`src/rtl/riscv_data_stall_bridge.sv`:
```
// riscv_data_stall_bridge: delays grants and responses on the core data port to exercise LSU stalls
module riscv_data_stall_bridge #(
    parameter int DEPTH       = 4,
    parameter int DELAY_WIDTH = 4
) (
    input  logic                       clk_i,
    input  logic                       rst_ni,
    input  logic [DELAY_WIDTH-1:0]     gnt_delay_i,
    input  logic [DELAY_WIDTH-1:0]     rvalid_delay_i,
    input  logic                       data_req_i,
    input  logic [31:0]                data_addr_i,
    input  logic                       data_we_i,
    input  logic [3:0]                 data_be_i,
    input  logic [31:0]                data_wdata_i,
    input  logic [5:0]                 data_atop_i,
    output logic                       data_gnt_o,
    output logic                       data_rvalid_o,
    output logic [31:0]                data_rdata_o,
    output logic                       ram_req_o,
    output logic [31:0]                ram_addr_o,
    output logic                       ram_we_o,
    output logic [3:0]                 ram_be_o,
    output logic [31:0]                ram_wdata_o,
    output logic [5:0]                 ram_atop_o,
    input  logic                       ram_gnt_i,
    input  logic                       ram_rvalid_i,
    input  logic [31:0]                ram_rdata_i,
    output logic [$clog2(DEPTH+1)-1:0] outstanding_o
);
    localparam int CW = $clog2(DEPTH + 1);
    localparam int PW = DEPTH > 1 ? $clog2(DEPTH) : 1;

    typedef enum logic {IDLE, WAIT} state_t;

    state_t                 state, state_nxt;
    logic [DELAY_WIDTH-1:0] cnt, cnt_nxt;
    logic [CW-1:0]          outstanding, count;
    logic [PW-1:0]          rd_ptr, wr_ptr;
    logic [31:0]            fifo_data [DEPTH];
    logic [DELAY_WIDTH-1:0] fifo_ctr [DEPTH];
    logic                   full, req, empty, bypass, push, pop;
    logic [DELAY_WIDTH-1:0] push_ctr;

    assign ram_addr_o    = data_addr_i;
    assign ram_we_o      = data_we_i;
    assign ram_be_o      = data_be_i;
    assign ram_wdata_o   = data_wdata_i;
    assign ram_atop_o    = data_atop_i;
    assign outstanding_o = outstanding;

    assign full       = outstanding == CW'(DEPTH);
    assign ram_req_o  = req & rst_ni;
    assign data_gnt_o = ram_req_o & ram_gnt_i;

    always_comb begin
        state_nxt = state;
        cnt_nxt   = cnt;
        req       = 1'b0;
        case (state)
            IDLE: if (data_req_i) begin
                if (gnt_delay_i == '0) begin
                    req       = !full;
                    state_nxt = (ram_gnt_i && !full) ? IDLE : WAIT;
                    cnt_nxt   = '0;
                end else begin
                    state_nxt = WAIT;
                    cnt_nxt   = gnt_delay_i - DELAY_WIDTH'(1);
                end
            end
            WAIT: if (!data_req_i) begin
                state_nxt = IDLE;
            end else if (cnt != '0) begin
                cnt_nxt = cnt - DELAY_WIDTH'(1);
            end else begin
                req       = !full;
                state_nxt = (ram_gnt_i && !full) ? IDLE : WAIT;
            end
        endcase
    end

    // an incoming response counts as already aged by one cycle; with M=0 and nothing queued it bypasses the FIFO
    assign empty    = count == '0;
    assign bypass   = empty && ram_rvalid_i && rvalid_delay_i == '0;
    assign pop      = !empty && fifo_ctr[rd_ptr] == '0;
    assign push     = ram_rvalid_i && !bypass;
    assign push_ctr = rvalid_delay_i == '0 ? '0 : rvalid_delay_i - DELAY_WIDTH'(1);

    always_ff @(posedge clk_i or negedge rst_ni) begin
        if (!rst_ni) begin
            state         <= IDLE;
            cnt           <= '0;
            outstanding   <= '0;
            count         <= '0;
            rd_ptr        <= '0;
            wr_ptr        <= '0;
            data_rvalid_o <= 1'b0;
            data_rdata_o  <= '0;
        end else begin
            state         <= state_nxt;
            cnt           <= cnt_nxt;
            outstanding   <= outstanding + CW'(data_gnt_o) - CW'(data_rvalid_o);
            count         <= count + CW'(push) - CW'(pop);
            data_rvalid_o <= pop || bypass;
            if (pop)
                data_rdata_o <= fifo_data[rd_ptr];
            else if (bypass)
                data_rdata_o <= ram_rdata_i;
            if (pop)
                rd_ptr <= rd_ptr == PW'(DEPTH - 1) ? '0 : rd_ptr + PW'(1);
            if (push)
                wr_ptr <= wr_ptr == PW'(DEPTH - 1) ? '0 : wr_ptr + PW'(1);
        end
    end

    // stale slots keep counting down harmlessly; a push always overwrites its slot
    always_ff @(posedge clk_i) begin
        for (int i = 0; i < DEPTH; i++)
            fifo_ctr[i] <= fifo_ctr[i] == '0 ? '0 : fifo_ctr[i] - DELAY_WIDTH'(1);
        if (push) begin
            fifo_data[wr_ptr] <= ram_rdata_i;
            fifo_ctr[wr_ptr]  <= push_ctr;
        end
    end

    a_req_held: assert property (@(posedge clk_i) disable iff (!rst_ni)
        !(state == WAIT && !data_req_i));
    a_no_overflow: assert property (@(posedge clk_i) disable iff (!rst_ni)
        !(ram_rvalid_i && count == CW'(DEPTH) && !pop));
endmodule

```
`config.mk`:
```
export PLATFORM = sky130hd
export DESIGN_NAME = riscv_data_stall_bridge
export DESIGN_NICKNAME = d
export VERILOG_FILES = /design/src/rtl/riscv_data_stall_bridge.sv
export SDC_FILE = /design/constraint.sdc
export NUM_CORES = 1
export LEC_CHECK = 0
export ABC_AREA = 1
export CELL_PAD_IN_SITES_DETAIL_PLACEMENT = 1
export CELL_PAD_IN_SITES_GLOBAL_PLACEMENT = 1
export CORE_ASPECT_RATIO = 2
export CORE_MARGIN = 2
export CORE_UTILIZATION = 40
export CTS_BUF_LIST = sky130_fd_sc_hd__clkbuf_4 sky130_fd_sc_hd__clkbuf_8 sky130_fd_sc_hd__clkbuf_16
export DETAILED_ROUTE_END_ITERATION = 16
export PLACE_DENSITY = 0.83
export SYNTH_ARGS = -nofsm -noshare
export SYNTH_HDL_FRONTEND = slang
export SYNTH_SLANG_ARGS = --single-unit
```
`constraint.sdc`:
```
create_clock -name clk_i -period 5.51 [get_ports clk_i]
set_clock_uncertainty 0.2 [all_clocks]
set_input_delay 1.102 -clock clk_i [delete_from_list [all_inputs] [get_ports clk_i]]
set_output_delay 1.102 -clock clk_i [all_outputs]
set_load 0.02 [all_outputs]
```
==> results.cfg <==
[cts]
ctsLongestPathBuffers = 2
h-tree-depth = 4
clk_pin_slew_ns = 0.07
cts.sinks = 192
cts_tree = done
postCtsSetupBuffers = 0
cts-resized-gates = 0
ctsHoldBuffers = 0
cts_buffers = 17
clkLatencyLatePin_ns = 0.45
cts_root_buf = clkbuf_16

[run]
max-cap-violations = 0

[place]
gp_routability_congestion = 0.737
buffer_ports.inserted = 82
place_inst = 1066
hpwlAfterDp_um = 14200

[floorplanning]
floorplan.initialDensity = 0.404
die_height_um = 212
placementRows = 76
die_ar_um2 = 22900
number_of_primary_i_o_pins = 233
fp.dieW_um = 108
placeableCoreArea_um2 = 21400

[grt]
number_of_antenna_violations_at_the_first_check_in_global_routing = 0
wire_length_of_the_first_global_routing_pass_um = 35000
grt_util_all_layers = 0.208
grt_overflow = 0
maximum_number_of_pins_on_one_net_before_global_route_repair = 67
grt_pass1_vias = 6472

[power_and_ir_drop]
leakagePower_nw = 3.75
vdd_ir_drop_max_v = 0.000304
power_per_cell_area_nw_per_um2 = 589

[finish]
areaGrowthSynthToFinish_pct = 12.3
diodes = 0
drive_gt1_frac = 0.0764
final_net_count = 945
fillerInstances = 2359
finalNonFillerCells = 1098

[critical_path]
r2r_cells = 11
worst-endpoint-required_ns = 4.21
setup.reg_to_reg.worst_slack_ns = 2.56
timing.critical_path.to_type = output port
critical_path.max_fanout = 5
cp.arrival_ns = 3.04
critPathLaunchType = input port
criticalPathCategory = input port to output port

[logic_synthesis]
leading_cell_type_by_number_of_instances_after_synthesis = edfxtp_1
postSynth.asyncResetShare = 0.250
predominant_post_synthesis_flop_cell = edfxtp_1
synth.cells.most_frequent = edfxtp_1 (128), nand2_1 (105), o21ai_0 (99)
synth-edff-count = 128
synthesized_instance_count = 813
post-synth-top-area-fraction = 0.445
netlist_area_um2 = 8640
synth_seq_area_share = 0.621
postSynthRegisterBits = 192
synthesis.yosys.warnings = 0
syn-num-nets = 946
synth.largest_area_cell = edfxtp_1
synthesis.area_per_instance_um2 = 10.6
synth.distinct_cells = 35
synth.area.top_cells = edfxtp_1 (44%), dfrtp_1 (14%), buf_4 (6.8%)

[routing]
drc = 0
drt-initial-drc-count = 214
num_vias = 5847
detailedRoute.firstPassIterationCount = 4
finalWirelength_um = 22700
wl_per_cell_um = 20.7
detail-route-antenna-nets = 0
vias_per_cell = 5.33

[worst_hold_path]
hold_path_class = flip-flop to flip-flop
hold_path_depth = 2

[timing]
timing_max_transition_violations_final = 0
maxClockFrequency_mhz = 230
tns_ns = 0
hold_viol = 0
grt_setup_unrepaired = false
relSlewSlack = 0.399
tightest_slew_ns = 0.900
finalCritPeriodShare = 0.789
setup-violations-final = 0
period_minus_slack_ns = 4.35

[outcome]
outcome = completed
[kinds of logic (layout without fill, tap and decap cells)]
logic type	after synthesis	count (layout)	synth area share
flops	192	192	0.621
buf+inv	177	189	0.118
fa+ha+maj	13	13	0.0206
compound gates	172	172	0.105
simple gates	253	253	0.129
xor+xnor	6	6	0.00608
[path summary, 6_finish.rpt]
path,from,end
hold / removal,fifo_ctr[0][3]$_DFF_P_,fifo_ctr[0][3]$_DFF_P_
max in group asynchronous,rst_ni,rd_ptr[0]$_DFFE_PN0N_
setup reg to reg,rd_ptr[1]$_DFFE_PN0N_,count[2]$_DFF_PN0_
min in group asynchronous,rst_ni,wr_ptr[1]$_DFFE_PN0P_
setup / recovery,gnt_delay_i[0],data_gnt_o
hold reg to reg,fifo_ctr[0][3]$_DFF_P_,fifo_ctr[0][3]$_DFF_P_
[per-layer routing]
layer / track usage / wire, um / up-vias
met1: 0.186 / 7380 / 2912
met5: 0 / 0 / -
met4: 0.163 / 1680 / 0
li1: - / - / 2696
met2: 0.382 / 12400 / 126
met3: 0.0514 / 1220 / 113
[cells in the final DEF (no fill, tap or decap), types with 3 or more instances in the layout]
cell type,instances
buf_4,6
o21ai_1,30
nand2_1,105
inv_6,4
dfrtp_1,47
bufinv_16,3
a21oi_1,7
nand3_2,4
ha_1,11
inv_1,62
o21ai_0,99
nor2_2,3
nor2_1,80
xor2_1,4
o22ai_1,32
inv_2,6
nand2_4,4
edfxtp_1,128
clkdlybuf4s50_1,81
clkinvlp_4,4
dfxtp_1,16
clkbuf_16,17
nand3_1,47
[flip-flops by register name, indices dropped and copies added, names as in the netlist]
name           count
count              3
fifo_ctr          16
data_rdata_o      32
fifo_data        128
state              1
outstanding_o      3
rd_ptr             2
data_rvalid_o      1
wr_ptr             2
cnt                4
[worst max-delay path, stage by stage]
cell and delay (ns):
clkdlybuf4s50_1 0.49, nor2_1 0.18, nand2_1 0.08, nand2_1 0.11
nand3_1 0.12, nor4_1 0.29, clkdlybuf4s50_1 0.67
[layout make-up]
| type | instances | area [um2] | area share |
|---|---|---|---|
| clock buffers | 18 | 433 | 0.0446 |
| clock inverters | 14 | 180 | 0.0186 |
| inverters | 69 | 262 | 0.0270 |
| multi-input cells | 444 | 2250 | 0.232 |
| flip-flops and latches | 192 | 5370 | 0.553 |
| well taps | 273 | 342 | 0.0352 |
| repair buffers | 88 | 861 | 0.0888 |
[through the flow]
stage,setup slack (ns),power (mW),utilization,cell area [um2],hold WS [ns]
floorplan,2.03,3.77,-,8640,0.268
global placement,1.24,4.33,0.425,9080,0.286
detailed placement,1.16,4.45,0.425,9080,0.304
CTS,1.15,5.76,0.453,9700,0.315
global route,1.01,6.10,0.453,9700,0.356
finish,1.16,5.71,0.453,9700,0.313
[report_power, final]
group          switching [mW]  total (mW)  internal [mW]
clock                   0.565        1.29          0.727
sequential              0.178        2.14           1.96
combinational            1.48        2.28          0.793
total                    2.23        5.71           3.48
(Power assumes the default switching activity.)
